[config.mk]
export PLATFORM = sky130hd
export DESIGN_NAME = zapper_sequencer
export DESIGN_NICKNAME = d
export VERILOG_FILES = /design/src/rtl/zapper_pkg.sv /design/src/rtl/zapper_sequencer_sync2.sv /design/src/rtl/zapper_sequencer.sv
export SDC_FILE = /design/constraint.sdc
export NUM_CORES = 1
export LEC_CHECK = 0
export ABC_CLOCK_PERIOD_IN_PS = 5000
export CORE_MARGIN = 4
export CORE_UTILIZATION = 35
export CTS_BUF_LIST = sky130_fd_sc_hd__clkbuf_2 sky130_fd_sc_hd__clkbuf_4 sky130_fd_sc_hd__clkbuf_8
export DETAILED_ROUTE_END_ITERATION = 7
export SLEW_MARGIN = 20
export SYNTH_ARGS = -nofsm -noshare
export SYNTH_HDL_FRONTEND = slang
export SYNTH_SLANG_ARGS = --single-unit
[constraint.sdc]
create_clock -name clk -period 5 [get_ports clk]
set_clock_uncertainty 0.2 [all_clocks]
set_input_delay 1 -clock clk [delete_from_list [all_inputs] [get_ports clk]]
set_output_delay 1 -clock clk [all_outputs]
set_load 0.05 [all_outputs]
[src/rtl/zapper_pkg.sv]
// Shared types for the light-gun sequencer and the renderer that consumes flash_mode.
package zapper_pkg;

  localparam int DEFAULT_N_TARGETS = 4;

  typedef enum logic [1:0] {
    NORMAL = 2'd0,
    BLACK  = 2'd1,
    TARGET = 2'd2
  } flash_mode_t;

  typedef enum logic [2:0] {
    ST_IDLE,
    ST_PENDING,
    ST_BLACK,
    ST_SCAN,
    ST_RESULT,
    ST_HELD
  } state_t;

endpackage

[src/rtl/zapper_sequencer_sync2.sv]
// Two-flop synchronizer for the raw zapper trigger and photodiode lines.
module sync2 (
  input  logic clk,
  input  logic screen_reset,
  input  logic i_async,
  output logic o_sync
);

  logic r_meta;
  logic r_sync;

  always_ff @(posedge clk or posedge screen_reset) begin
    if (screen_reset) begin
      r_meta <= 1'b0;
      r_sync <= 1'b0;
    end else begin
      r_meta <= i_async;
      r_sync <= r_meta;
    end
  end

  assign o_sync = r_sync;

endmodule

[src/rtl/zapper_sequencer.sv]
// Zapper shot sequencer: blanks the screen for one frame, then flashes each live
// target in turn for a frame, reporting which one (if any) the photodiode saw.
module zapper_sequencer
  import zapper_pkg::*;
#(
  parameter int N_TARGETS = DEFAULT_N_TARGETS,
  parameter int SHOT_W    = 8
) (
  input  logic                         clk,
  input  logic                         screen_reset,
  input  logic                         frame_tick,
  input  logic                         active_video,
  input  logic                         trigger,
  input  logic                         light,
  input  logic [N_TARGETS-1:0]         target_active,
  output flash_mode_t                  flash_mode,
  output logic [$clog2(N_TARGETS)-1:0] target_idx,
  output logic                         hit_valid,
  output logic                         hit,
  output logic [$clog2(N_TARGETS)-1:0] hit_idx,
  output logic                         cheat,
  output logic [SHOT_W-1:0]            shot_count
);

  localparam int IDX_W = $clog2(N_TARGETS);

  // Returns {found, index} of the lowest set bit of mask at or above startIdx.
  function automatic logic [IDX_W:0] findSetBit(input logic [N_TARGETS-1:0] mask,
                                                input int startIdx);
    logic [IDX_W:0] result;
    result = '0;
    for (int i = N_TARGETS - 1; i >= 0; i--) begin
      if (mask[i] && (i >= startIdx)) result = {1'b1, IDX_W'(i)};
    end
    return result;
  endfunction

  state_t               r_state,     w_stateNext;
  logic [N_TARGETS-1:0] r_scanMask,  w_scanMaskNext;
  logic [IDX_W-1:0]     r_curIdx,    w_curIdxNext;
  logic [SHOT_W-1:0]    r_shotCount, w_shotCountNext;
  logic                 r_cheatFlag, w_cheatFlagNext;
  logic                 r_seen,      w_seenNext;
  logic                 r_hit,       w_hitNext;
  logic [IDX_W-1:0]     r_hitIdx,    w_hitIdxNext;
  logic                 r_cheat,     w_cheatNext;
  logic                 r_trigPrev;

  logic                 w_trigSync;
  logic                 w_lightSync;
  logic                 w_trigRise;
  logic                 w_sample;
  logic                 w_cheatNow;
  logic                 w_seenNow;
  logic [IDX_W:0]       w_lowest;
  logic [IDX_W:0]       w_next;

  sync2 u_trigSync (
    .clk          (clk),
    .screen_reset (screen_reset),
    .i_async      (trigger),
    .o_sync       (w_trigSync)
  );

  sync2 u_lightSync (
    .clk          (clk),
    .screen_reset (screen_reset),
    .i_async      (light),
    .o_sync       (w_lightSync)
  );

  assign w_trigRise = w_trigSync & ~r_trigPrev;
  assign w_sample   = w_lightSync & active_video;
  // A sample taken in the frame_tick cycle still counts toward the frame that is ending.
  assign w_cheatNow = r_cheatFlag | w_sample;
  assign w_seenNow  = r_seen | w_sample;
  assign w_lowest   = findSetBit(r_scanMask, 0);
  assign w_next     = findSetBit(r_scanMask, int'(r_curIdx) + 1);
  assign shot_count = r_shotCount;

  always_comb begin
    w_stateNext     = r_state;
    w_scanMaskNext  = r_scanMask;
    w_curIdxNext    = r_curIdx;
    w_shotCountNext = r_shotCount;
    w_cheatFlagNext = r_cheatFlag;
    w_seenNext      = r_seen;
    w_hitNext       = r_hit;
    w_hitIdxNext    = r_hitIdx;
    w_cheatNext     = r_cheat;
    flash_mode      = NORMAL;
    target_idx      = '0;
    hit_valid       = 1'b0;
    hit             = 1'b0;
    hit_idx         = '0;
    cheat           = 1'b0;

    case (r_state)
      ST_IDLE: begin
        w_cheatFlagNext = 1'b0;
        w_seenNext      = 1'b0;
        w_curIdxNext    = '0;
        if (w_trigRise) begin
          w_scanMaskNext  = target_active;
          w_shotCountNext = (r_shotCount == '1) ? r_shotCount : r_shotCount + SHOT_W'(1);
          w_stateNext     = frame_tick ? ST_BLACK : ST_PENDING;
        end
      end

      ST_PENDING: begin
        if (frame_tick) w_stateNext = ST_BLACK;
      end

      ST_BLACK: begin
        flash_mode = BLACK;
        if (w_sample) w_cheatFlagNext = 1'b1;
        if (frame_tick) begin
          w_cheatFlagNext = 1'b0;
          w_seenNext      = 1'b0;
          if (!w_lowest[IDX_W] || w_cheatNow) begin
            w_hitNext    = 1'b0;
            w_hitIdxNext = '0;
            w_cheatNext  = w_cheatNow;
            w_stateNext  = ST_RESULT;
          end else begin
            w_curIdxNext = w_lowest[IDX_W-1:0];
            w_stateNext  = ST_SCAN;
          end
        end
      end

      ST_SCAN: begin
        flash_mode = TARGET;
        target_idx = r_curIdx;
        if (w_sample) w_seenNext = 1'b1;
        if (frame_tick) begin
          w_seenNext = 1'b0;
          if (w_seenNow) begin
            w_hitNext    = 1'b1;
            w_hitIdxNext = r_curIdx;
            w_cheatNext  = 1'b0;
            w_stateNext  = ST_RESULT;
          end else if (w_next[IDX_W]) begin
            w_curIdxNext = w_next[IDX_W-1:0];
          end else begin
            w_hitNext    = 1'b0;
            w_hitIdxNext = '0;
            w_cheatNext  = 1'b0;
            w_stateNext  = ST_RESULT;
          end
        end
      end

      ST_RESULT: begin
        hit_valid   = 1'b1;
        hit         = r_hit;
        hit_idx     = r_hitIdx;
        cheat       = r_cheat;
        w_stateNext = ST_HELD;
      end

      ST_HELD: begin
        if (!w_trigSync) w_stateNext = ST_IDLE;
      end

      default: w_stateNext = ST_IDLE;
    endcase
  end

  always_ff @(posedge clk or posedge screen_reset) begin
    if (screen_reset) begin
      r_state     <= ST_IDLE;
      r_scanMask  <= '0;
      r_curIdx    <= '0;
      r_shotCount <= '0;
      r_cheatFlag <= 1'b0;
      r_seen      <= 1'b0;
      r_hit       <= 1'b0;
      r_hitIdx    <= '0;
      r_cheat     <= 1'b0;
      r_trigPrev  <= 1'b0;
    end else begin
      r_state     <= w_stateNext;
      r_scanMask  <= w_scanMaskNext;
      r_curIdx    <= w_curIdxNext;
      r_shotCount <= w_shotCountNext;
      r_cheatFlag <= w_cheatFlagNext;
      r_seen      <= w_seenNext;
      r_hit       <= w_hitNext;
      r_hitIdx    <= w_hitIdxNext;
      r_cheat     <= w_cheatNext;
      r_trigPrev  <= w_trigSync;
    end
  end

endmodule

* Word level (Yosys, flattened, before mapping)
Cells that the tools add are included.
** Operators by class
- Mux-type cells :: 52
- Order comparisons :: 4
- $add $sub $neg :: 2
- Bitwise operators :: 6
- Div/mod/pow operators :: 0
- Shift operators :: 0
- Equal/unequal tests :: 18
- Multipliers :: 0
- Reductions and logical operators :: 17
** Operators by type and width (count)
- 3-bit two-way mux :: 16
- 2-bit two-way mux :: 13
- 2-bit inequality test, second input constant :: 9
- 3-bit case mux with 6 select lines :: 1
- 1-bit two-way mux :: 15
- 6-bit AND reduction :: 2
- 3-bit inequality test, second input constant :: 3
- 8-bit by 1-bit adder with 8-bit output, second input constant :: 1
- 8-bit equality test, second input constant :: 1
- 2-bit case mux with 2 select lines :: 2
- 3-bit by 2-bit equality test with 1-bit output, second input constant :: 2
- 3-bit equality test, second input constant :: 2
- 1-bit by 3-bit greater-or-equal comparator with 1-bit output, first input constant :: 2
- 2-bit by 3-bit greater-or-equal comparator with 1-bit output, first input constant :: 2
- 1-bit case mux with 2 select lines :: 3
- 2-bit case mux with 3 select lines :: 1
- 3-bit AND reduction :: 2
- 5-bit AND reduction :: 1
- 1-bit logical AND :: 4
- 2-bit AND reduction :: 2
- 2-bit nonzero test :: 2
- 2-bit by 1-bit adder with 3-bit output, second input constant :: 1
- 3-bit by 1-bit equality test with 1-bit output, second input constant :: 1
- 3-bit zero test :: 1
- 7 further kinds :: 10
** Word-level totals
- Memories kept :: 0
- Output and inout bits :: 17
- Word-level logic and storage cells :: 113
- RAM bits :: 0
- ROM bits :: 0
- Bits of input ports :: 10
- Bits in latches :: 0
- Bits in registers :: 28

* Depth between registers and ports, before layout
Gate-level depths: netlist of the first run.
- Depth in word-level cells :: 11
- Depth in mapped cells :: 7
- Depth with buffers taken out :: 7

* By module
A second synthesis of the first run with hierarchy kept.
** Second synthesis, totals
- Cells, all modules :: 139
- Area total of the unflattened synthesis :: 1417.6 sq um
** By module, submodules not included
- zapper_sequencer :: area an instance 1310.0 sq um, seq. area each 600.6 sq um, cells each 133, instances 1
- sync2 :: area an instance 53.8 sq um, seq. area each 50.0 sq um, cells each 3, instances 2

* Worst setup path after synthesis of the first run
OpenSTA, ideal clock, no wires.
- Path type :: reg-to-output
- Start :: register r_state[2]
- End :: output port target_idx[0]
- Required time :: 3.800 ns
- Data arrival time :: 1.429 ns
- Cell stages (with the launch flop) :: 5
- Path buffers :: 0
- Path slack :: 2.371 ns
- Cell sequence :: dfrtp_1 nor2b_2 nand2_2 inv_2 and2_1
** Between the ends
- Cells in the longest elaborated chain, start to end :: 2
** Ends and longest elaborated chain
- start: declaration :: RTL line zapper_sequencer.sv:38 : state_t r_state, w_stateNext;
- start signal: assignment :: RTL line zapper_sequencer.sv:183 : r_state <= w_stateNext;
- 3-bit by 2-bit equality test with 1-bit output :: RTL line zapper_sequencer.sv:98 : case (r_state)
- 2-bit two-way mux :: RTL line zapper_sequencer.sv:98
- end: declaration :: RTL line zapper_sequencer.sv:17 : output logic [$clog2(N_TARGETS)-1:0] target_idx,
Every way passes these cells.

* Worst setup path in the final report of the first run
- Start :: register r_state[1]
- End :: output port target_idx[0]
The elaborated chain is that of the path after synthesis.

==> results list, run 1 <==
- At the end of the flow, the number of nets in the layout was 177.
- Die width: 71.4 µm
- Counting every net in the synthesized netlist gives 150.
- Summed over all layers, the global routing overflow is 0.
- The cell area that synthesis handed to floorplanning was 1410 µm².
- Area added between synthesis and finish: 24.2%
* Proportion of synthesized chip area in sequential cells: 0.497
- The flow ran to the end, and the final reports show no timing, DRC or antenna violations.
- Total routing resource utilization after global routing: 0.118
* CTS Buf Count: 3
* Leading cell type by number of instances after synthesis: sky130_fd_sc_hd__dfrtp_1
* CTS tree: built
- For this design the ratio of total power to cell area is 559 nW/µm².
- Number of H-tree levels: 1
- Count of cell types in the netlist: 42
* Total die area: 5100 µm²
- Number of enable flip-flop cells after synthesis: 0
- Count of hold-fix buffers inserted at cts: 0
- The wire-length estimate of the detail-placed layout is 2160 µm.
* Place WS: 1780 ps
- Register clock-pin slew on the reported worst setup and hold paths: 90 ps
- Placed cell count: 209
* Number of max-cap violations: 0
- The worst setup path is launched from a register.
- Post-synthesis average cell area: 10.1 µm²
- Setup violations remaining at the end of the flow were counted as 0.
* FF+latch count, synth: 28
- The worst setup path is of the reg -> out kind.
- The largest total area in the synthesized netlist belongs to sky130_fd_sc_hd__dfrtp_1.
- Dominant delay contributor by cell family on the critical path: buffers and inverters
- Prevailing post-synth register cell: sky130_fd_sc_hd__dfrtp_1
- The floorplan step defined a core boundary enclosing 3770 µm².
- The floorplan step set the die height to 71.4 µm.
* Sum of met3 wire segment lengths after detailed routing: 159 µm
- IR analysis of the VDD net gives a maximum drop of 420 µV.
- Detailed-router iteration count before antenna repair: 4
* Number of I/O port buffers: 26
- For the worst setup path, the data required time is 3800 ps.
* Post-Route WL: 2890 µm
- Crit path max-delay cell type: sky130_fd_sc_hd__clkdlybuf4s50_1
- Fill cells in the final layout number 339.
- Top layer reached by signal wires: met4
- For this block, the initial DRC count from the detailed router was 60.
* Buffer cell driving the clock tree root: sky130_fd_sc_hd__clkbuf_8
* Area of combinational cells with multiple inputs: 657 µm²
- Setup slack closes at 1460 ps.
* Fraction of layout instances using a drive strength above 1: 0.0915
* Global-route wire length before repair: 4860 µm
- The startpoint identified for the worst register-to-register timing path is r_state[0]$_DFFE_PP0P_.
- Buffers inserted during post-CTS setup optimization: 0
* Capturing element type of the critical path: output pin
- Number of synthesis warnings: 0
* Worst path buffer plus inverter count: 2
- Via count of the first global-routing pass: 1070
* Max-slew violation count: 0
- Setup repair after global routing missed its margin: false
- Number of routed nets with antenna violations: 0
- Crit Path Max Fanout: 12
- Final cycle utilization of the critical path: 0.708
- Entering global routing, the biggest net connects 29 pins.
- Most frequent cells after synthesis: sky130_fd_sc_hd__dfrtp_1 (28), sky130_fd_sc_hd__nand2_1 (12), sky130_fd_sc_hd__nor2_1 (12)
- Registers take 701 µm².
- Post-route setup TNS: 0 ps
- Start point of the worst min-delay path: u_lightSync.r_meta$_DFF_PP0_
- Top cell type's share of synthesized area: 0.497
- DR vias/cell: 5.24
* Transition at the pin with the smallest max-transition slack: 587 ps
- The count of cells in the finished layout, fillers not included, comes to 212.
* Fmax: 283 MHz
- The clock reaches the later pin of the worst-skew pair after 270 ps.
- In the final routed layout, each cell accounts on average for 13.6 µm.
- Share of synthesized flip-flops with an asynchronous set or reset: 1.00
- After detailed routing, the number of remaining DRC violations is 0.
* Worst stage delay on the critical path: 810 ps
- The number of hold-slack violations in the final timing report came to 0.
- The critical path starts at r_state[1]$_DFFE_PP0P_.
- Period minus WS final: 3540 ps
- For the worst setup path, the data arrival time is 2340 ps.
- Initial antenna violation count: 0
- P_leak: 0.746 nW
* Worst path cell trace: nor2b_2 -> nand2_2 -> inv_2 -> and2_1 -> clkdlybuf4s50_1
- Counting every instance in the synthesized netlist gives 139.
- Count of cells resized by post-cts repair: 0
- In the detailed route, the total length drawn on met2 is 1330 µm.
* Slew Limit Headroom: 0.603
- # IOs: 27
- Max Buffers Root-to-Sink: 2
- For this configuration, the core starts out at a cell density of 0.374.
* Total vias in the final route: 1110
* Cell types with the largest area share after synthesis: sky130_fd_sc_hd__dfrtp_1 (50%), sky130_fd_sc_hd__mux2_2 (4.0%), sky130_fd_sc_hd__xnor2_1 (3.7%)
- Routability congestion estimate: 0.921
- 0 antenna diodes ended up in the layout.
- For this block, wires on met1 add up to 1380 µm.
* Clk sinks: 28
- Class of the tightest hold or removal check: reg -> reg
- After floorplanning, the core was divided into 22 placement rows.
[where the power goes]
group | internal [W] | total (W) | switching, W | leakage, nW
sequential | 0.000290 | 0.000384 | 0.0000941 | 0.356
clock | 0.0000541 | 0.000121 | 0.0000670 | 0.0216
combinational | 0.000195 | 0.000472 | 0.000277 | 0.368
total | 0.000539 | 0.000977 | 0.000438 | 0.746
[registers in the layout (all words and copies together) (netlist names), 2 cells and up]
signal / cells
r_state: 3
shot_count: 8
r_hitIdx: 2
r_curIdx: 2
r_scanMask: 4
[cells by family (layout without fill, tap and decap cells)]
kind of cell    after synthesis  in the layout  share of synthesized area
flops                        28             28                      0.497
compound gates               35             35                      0.171
xor+xnor                      7              7                     0.0435
mux                           7              7                     0.0551
simple gates                 49             49                      0.188
buf+inv                      12             37                     0.0364
fa+ha+maj                     1              1                    0.00888
[area by class of cell]
class / instances / share of cell area
sequential: 28 / 0.401
multi-input combinational: 99 / 0.376
timing repair buffer: 26 / 0.149
tap: 48 / 0.0343
clock buffer: 3 / 0.0236
inverter: 8 / 0.0172
[metrics by stage]
step | area (µm²) | hold slack (ps) | util | total power [W]
after detailed placement | 1710 | 135 | 0.453 | 0.000860
after global placement | 1710 | 133 | 0.453 | 0.000852
after floorplan | 1410 | 131 | - | 0.000730
after CTS | 1750 | 156 | 0.464 | 0.000983
final | 1750 | 154 | 0.464 | 0.000977
after global routing | 1750 | 173 | 0.464 | 0.00105
[per-layer routing]
layer,global-route usage,vias to the layer above
met2,0.184,39
li1,-,546
met3,0.0238,2
met4,0.0376,0
met5,0,-
met1,0.164,523
[final timing paths]
check	to	slack, ps	cells after the start
setup / recovery	target_idx[0]	1460	5
hold / removal	u_lightSync.o_sync$_DFF_PP0_	150	0
setup reg to reg	shot_count[1]$_DFFE_PP0P_	2710	4
hold reg to reg	u_lightSync.o_sync$_DFF_PP0_	150	0
max in group asynchronous	r_hitIdx[0]$_DFFE_PP0P_	3310	2
min in group asynchronous	shot_count[7]$_DFFE_PP0P_	900	2
[cell usage in the layout, fill, tap and decap left out, types with 3 or more instances in the layout]
cell type	synthesis	routed
sky130_fd_sc_hd__o21a_1	3	3
sky130_fd_sc_hd__nor2b_1	4	4
sky130_fd_sc_hd__o21ai_0	7	7
sky130_fd_sc_hd__a21oi_1	8	8
sky130_fd_sc_hd__nor2_1	12	12
sky130_fd_sc_hd__o2bb2ai_1	3	3
sky130_fd_sc_hd__xnor2_1	6	6
sky130_fd_sc_hd__clkbuf_8	0	3
sky130_fd_sc_hd__dfrtp_1	28	28
sky130_fd_sc_hd__mux2_2	5	5
sky130_fd_sc_hd__nand2_1	12	12
sky130_fd_sc_hd__nand4_1	4	4
sky130_fd_sc_hd__clkdlybuf4s50_1	0	26
sky130_fd_sc_hd__and3_1	6	6
sky130_fd_sc_hd__inv_1	7	6
Power figures use the tool's default switching activity.
==> run 2, diff against run 1 <==
--- a/config.mk
+++ b/config.mk
@@ -5,7 +5,7 @@
 export SDC_FILE = /design/constraint.sdc
 export NUM_CORES = 1
 export LEC_CHECK = 0
-export ABC_CLOCK_PERIOD_IN_PS = 5000
+export ABC_CLOCK_PERIOD_IN_PS = 3600
 export CORE_MARGIN = 4
 export CORE_UTILIZATION = 35
 export CTS_BUF_LIST = sky130_fd_sc_hd__clkbuf_2 sky130_fd_sc_hd__clkbuf_4 sky130_fd_sc_hd__clkbuf_8
==> constraint.sdc (replaced) <==
create_clock -name clk -period 3.6 [get_ports clk]
set_clock_uncertainty 0.2 [all_clocks]
set_input_delay 0.72 -clock clk [delete_from_list [all_inputs] [get_ports clk]]
set_output_delay 0.72 -clock clk [all_outputs]
set_load 0.05 [all_outputs]
==> run 2 against run 1 <==
Sequential power rose by 40%. Combinational power rose by 37%. Die area did not move. Utilization rose by 0.56 points. Wire length fell by 0.59%. Global-route usage fell by 0.23 points. Critical path depth did not move. Sequential share of layout area fell by 0.48 points. Count of clock-buffer cells in the layout rose by 1. Clock power rose by 57%. Total power rose by 41%. Critical endpoint unchanged.
==> results list, run 2 (synthesis gave the netlist of run 1 again) <==
- Result of the run: finished clean
- The number of buffers and inverters on the critical path is 2.
- CTS built an H-tree with a depth of 1.
- Detailed-router iteration count before antenna repair: 4
- Total die area: 5100 µm²
- Later-pin clock latency in the skew report: 270 ps
- Crit path max-delay cell type: sky130_fd_sc_hd__clkdlybuf4s50_1
* Initial antenna violation count: 0
- Buffers inserted during post-CTS setup optimization: 0
- Post-route setup TNS: 0 ps
* Crit path arrival time: 2310 ps
- Number of standard-cell rows in the floorplan: 22
- Setup repair after global routing missed its margin: false
- Of the available clock period, the critical path in the final layout requires 0.899.
- The tree is rooted in a sky130_fd_sc_hd__clkbuf_8.
- The critical path goes through nor2b_2 -> nand2_2 -> inv_2 -> and2_1 -> clkdlybuf4s50_1.
- DRC violation count after routing: 0
- Across every metal layer, demand over resource in global routing totals 0.116.
- The worst-case IR drop observed on VDD is 374 µV.
- # IOs: 27
* Critical Path Source Type: register
- Number of antenna repair diodes: 0
- Clk sinks: 28
- The clock period could shrink to 3230 ps.
- Routability congestion estimate: 0.918
- Number of max-cap violations: 0
* Total global routing overflow: 0
- Total vias in the final route: 1123
- Measured against its own limit, the worst slew margin works out to 0.651.
* Critical path start-end classification: reg -> out
- Transition at the pin with the smallest max-transition slack: 516 ps
* Worst stage delay on the critical path: 810 ps
* CTS tree: built
* Global-route wire length before repair: 4890 µm
- The HPWL after detailed placement is 2160 µm.
* Post-Route WL: 2870 µm
- Hold repair after CTS inserted 0 buffers.
- Capturing element type of the critical path: output pin
- After filler insertion, the fill cell instance count of the layout stands at 341.
- Final count of negative-setup-slack endpoints: 0
- Number of flip-flops in the largest register: 8
- Across all hold checks on the routed design, the worst slack comes to 155 ps.
- Routed length per placed instance: 13.4 µm
- Effective utilization at floorplan: 0.374
- Entering global routing, the biggest net connects 29 pins.
* 1st-iter DRT viols: 84
- P_leak: 0.759 nW
- Required time of the critical path: 2680 ps
- Counting along the longest clock path gives a buffer depth of 2.
- Among cell families on the critical path, the largest total delay comes from buffers and inverters.
* Via count of the first global-routing pass: 1130
* Max-slew violation count: 0
* Count of cells resized by post-cts repair: 0
- After floorplanning, the core was sized to cover 3770 µm².
* Die width: 71.4 µm
* Area added between synthesis and finish: 25.7%
- Number of routed nets with antenna violations: 0
- In this run the worst path has a maximum fanout of 12.
- Timing would allow up to 309 MHz.
- Register clock-pin slew on the reported worst setup and hold paths: 90 ps
- Power Density: 777 nW/µm²
- Fraction of layout instances using a drive strength above 1: 0.0964
- The number of clock buffers added by TritonCTS is 3.
- Final setup slack of the worst path: 365 ps
* Place WS: 690 ps
* Number of nets in the layout: 178
- Class of the tightest hold or removal check: reg -> reg
- Number of I/O port buffers: 26
- Final hold viol count: 0
- The top cell types in the final layout, fill and taps aside, are sky130_fd_sc_hd__dfrtp_1 (28), sky130_fd_sc_hd__clkdlybuf4s50_1 (26), sky130_fd_sc_hd__nand2_1 (12), sky130_fd_sc_hd__nor2_1 (12), sky130_fd_sc_hd__a21oi_1 (8).
* DR vias/cell: 5.25
- Die Height: 71.4 µm
- Commonest non-fill, non-tap cell in the layout: sky130_fd_sc_hd__dfrtp_1
==> run 2: stage by stage <==
stage / cell area, µm² / std cells / power (W) / utilization
global route: 1770 / 214 / 0.00148 / 0.469
CTS: 1770 / 214 / 0.00138 / 0.469
global placement: 1720 / 210 / 0.00118 / 0.455
detailed placement: 1720 / 210 / 0.00119 / 0.455
floorplan: 1410 / 139 / 0.00101 / -
finish: 1770 / 214 / 0.00138 / 0.469
==> run 2: worst reg2reg max path, cell delays in order, from the launching register on <==
cell and delay [ps]:
sky130_fd_sc_hd__dfrtp_1 550, sky130_fd_sc_hd__or2_4 340, sky130_fd_sc_hd__nor4_4 380, sky130_fd_sc_hd__o21a_1 360, sky130_fd_sc_hd__mux2_2 370
==> run 2: final timing paths <==
path / from / to / slack [ps] / cells past startpoint
worst max-delay path: r_state[1]$_DFFE_PP0P_ / target_idx[0] / 370 / 5
worst min-delay path: u_lightSync.r_meta$_DFF_PP0_ / u_lightSync.o_sync$_DFF_PP0_ / 160 / 0
worst max register to register: r_state[0]$_DFFE_PP0P_ / shot_count[1]$_DFFE_PP0P_ / 1300 / 4
worst min register to register: u_lightSync.r_meta$_DFF_PP0_ / u_lightSync.o_sync$_DFF_PP0_ / 160 / 0
max in group asynchronous: screen_reset / r_hitIdx[1]$_DFFE_PP0P_ / 2340 / 3
min in group asynchronous: screen_reset / shot_count[1]$_DFFE_PP0P_ / 600 / 3
==> run 2: layout make-up <==
type	instances	area (µm²)	share of cell area
inverter	8	30.0	0.0170
tap	48	60.1	0.0339
clock buffer	4	55.1	0.0311
sequential	28	701	0.396
timing repair buffer	27	268	0.151
multi-input combinational	99	657	0.371
==> run 2: power breakdown <==
| group | leakage [nW] | internal, W | switching (W) | total, W |
|---|---|---|---|---|
| Combinational | 0.374 | 0.000271 | 0.000377 | 0.000648 |
| Clock | 0.0288 | 0.0000977 | 0.0000927 | 0.000190 |
| Sequential | 0.356 | 0.000403 | 0.000134 | 0.000538 |
==> run 2: layer usage <==
layer	vias to the layer above	routed length, µm	global-route usage
li1	550	-	-
met5	-	0	0
met2	35	1360	0.184
met4	0	47	0.0480
met3	5	127	0.0154
met1	533	1340	0.158
==> run 3, diff against run 2 <==
--- a/config.mk
+++ b/config.mk
@@ -10,6 +10,7 @@
 export CORE_UTILIZATION = 35
 export CTS_BUF_LIST = sky130_fd_sc_hd__clkbuf_2 sky130_fd_sc_hd__clkbuf_4 sky130_fd_sc_hd__clkbuf_8
 export DETAILED_ROUTE_END_ITERATION = 7
+export REMOVE_ABC_BUFFERS = 1
 export SLEW_MARGIN = 20
 export SYNTH_ARGS = -nofsm -noshare
 export SYNTH_HDL_FRONTEND = slang
==> run 3 against run 2 <==
Fmax increased by 0.29%. Total power about the same. Count of clock-buffer cells in the layout unchanged. Utilization unchanged. Final cell count unchanged. Critical path depth unchanged. Critical path type unchanged.
==> results list, run 3 (synthesis gave the netlist of run 1 again) <==
* Setup repair after global routing missed its margin: false
- Timing analysis after detailed placement gives a worst setup slack of 678 ps.
- Final cycle utilization of the critical path: 0.896
* Fmax: 310 MHz
- # IOs: 27
* CTS Buf Count: 3
- Clk sinks: 28
* Number of nets in the layout: 178
* Required time of the critical path: 2680 ps
* Initial antenna violation count: 0
- The worst-case IR drop observed on VDD is 465 µV.
* Total die area: 5100 µm²
* Crit Path Max Fanout: 12
* Post-Route WL: 2830 µm
- Count of hold-fix buffers inserted at cts: 0
- Final setup slack of the worst path: 375 ps
- The tree is rooted in a sky130_fd_sc_hd__clkbuf_8.
- The worst setup path is launched from a register.
* Maximum number of pins on one net before global-route repair: 29
- Number of max-cap violations: 0
- Die width: 71.4 µm
- Number of H-tree levels: 1
- Area of combinational cells with multiple inputs: 657 µm²
- P_leak: 0.759 nW
- DR vias/cell: 5.14
* Later-pin clock latency in the skew report: 260 ps
- For the pin with the worst max-slew slack, the measured transition is 512 ps.
- Final count of negative-setup-slack endpoints: 0
* Total routing resource utilization after global routing: 0.116
- Number of standard-cell rows in the floorplan: 22
- Power Density: 777 nW/µm²
- From bottom edge to top edge, the die measures 71.4 µm.
- Number of I/O port buffers: 26
- Period minus WS final: 3230 ps
- Area added between synthesis and finish: 25.7%
* Number of flip-flops in the largest register: 8
- The via count of the first global-routing pass is 1100.
* Area of all sequential standard cells: 701 µm²
- Routability-driven placement finished with a final weighted congestion of 0.896.
- Post-detailed-placement half-perimeter wirelength: 2130 µm
- In this run, post-CTS repair resized a total of 0 instances.
- The first global-routing pass estimated 4910 µm of wire.
* Slew Limit Headroom: 0.654
- Filler Cells Inserted: 327
- After floorplanning, the core was sized to cover 3770 µm².
- Number of routed nets with antenna violations: 0
- In this run, the number of DRC markers left after iteration 0 of detailed routing was 53.
- Critical path start-end classification: reg -> out
* Detailed-router iteration count before antenna repair: 4
- The repair_antennas step left the layout with diodes totalling 0.
* Result of the run: finished clean
- After detailed routing, the number of remaining DRC violations is 0.
* Total global routing overflow: 0
* Total vias in the final route: 1101
* Design Power: 0.00137 W
- Register clock-pin slew on the reported worst setup and hold paths: 90 ps
- The initial utilization of the core area, before any placement, comes to 0.374.
- Max Buffers Root-to-Sink: 2
- Class of the tightest hold or removal check: reg -> reg
- Commonest non-fill, non-tap cells in the layout: sky130_fd_sc_hd__dfrtp_1 (28), sky130_fd_sc_hd__clkdlybuf4s50_1 (26), sky130_fd_sc_hd__nand2_1 (12), sky130_fd_sc_hd__nor2_1 (12), sky130_fd_sc_hd__a21oi_1 (8)
* Routed length per placed instance: 13.2 µm
- Fraction of layout instances using a drive strength above 1: 0.0964
- Leaving out fill and tap cells, the most frequent cell in the layout is sky130_fd_sc_hd__dfrtp_1.
- Buffers inserted during post-CTS setup optimization: 0
- For the final routed database, the setup TNS stands at 0 ps.
* Final hold viol count: 0
* Crit path arrival time: 2310 ps
- Capturing element type of the critical path: output pin
- The final max-slew violation count came to 0.
* CTS tree: built
==> run 3: cell counts in the layout (fill, tap and decap cells not counted) <==
Identical to the previous run, type by type.
==> run 3: worst max-delay path: stages (launching register included) <==
cell,delay (ps)
sky130_fd_sc_hd__dfrtp_1,550
sky130_fd_sc_hd__nor2b_2,280
sky130_fd_sc_hd__nand2_2,100
sky130_fd_sc_hd__inv_2,140
sky130_fd_sc_hd__and2_1,160
sky130_fd_sc_hd__clkdlybuf4s50_1,810
==> run 3: layer usage <==
layer,up-vias,global-route usage,share of wire
li1,548,-,-
met1,513,0.149,0.46
met2,36,0.192,0.46
met3,4,0.0309,0.067
met4,0,0.0355,0.0096
met5,-,0,0
==> run 3: where the power goes <==
group / switching [W] / internal (W) / leakage, nW
Combinational: 0.000378 / 0.000272 / 0.374
Clock: 0.0000918 / 0.0000977 / 0.0288
Sequential: 0.000132 / 0.000403 / 0.356
Total: 0.000602 / 0.000773 / 0.759
==> run 3: path summary, 6_finish.rpt <==
check | cells after the start | endpoint | slack (ps) | startpoint
worst min register to register | 0 | u_lightSync.o_sync$_DFF_PP0_ | 160 | u_lightSync.r_meta$_DFF_PP0_
max in group asynchronous | 3 | r_cheat$_DFFE_PP0P_ | 2340 | screen_reset
min in group asynchronous | 3 | u_trigSync.r_meta$_DFF_PP0_ | 590 | screen_reset
worst min-delay path | 0 | u_lightSync.o_sync$_DFF_PP0_ | 160 | u_lightSync.r_meta$_DFF_PP0_
worst max register to register | 4 | shot_count[1]$_DFFE_PP0P_ | 1330 | r_state[0]$_DFFE_PP0P_
worst max-delay path | 5 | target_idx[0] | 370 | r_state[1]$_DFFE_PP0P_
==> run 3: layout make-up <==
class / instances / share of cell area
multi-input cells: 99 / 0.371
repair buffers: 27 / 0.151
flip-flops and latches: 28 / 0.396
well taps: 48 / 0.0339
inverters: 8 / 0.0170
clock buffers: 4 / 0.0311
==> run 3: metrics by stage <==
stage               instance area (µm²)   util  instances  hold slack (ps)
global placement                   1720  0.455        210              132
floorplan                          1390      -        135              131
global route                       1770  0.469        214              170
CTS                                1770  0.469        214              158
finish                             1770  0.469        214              155
detailed placement                 1720  0.455        210              136
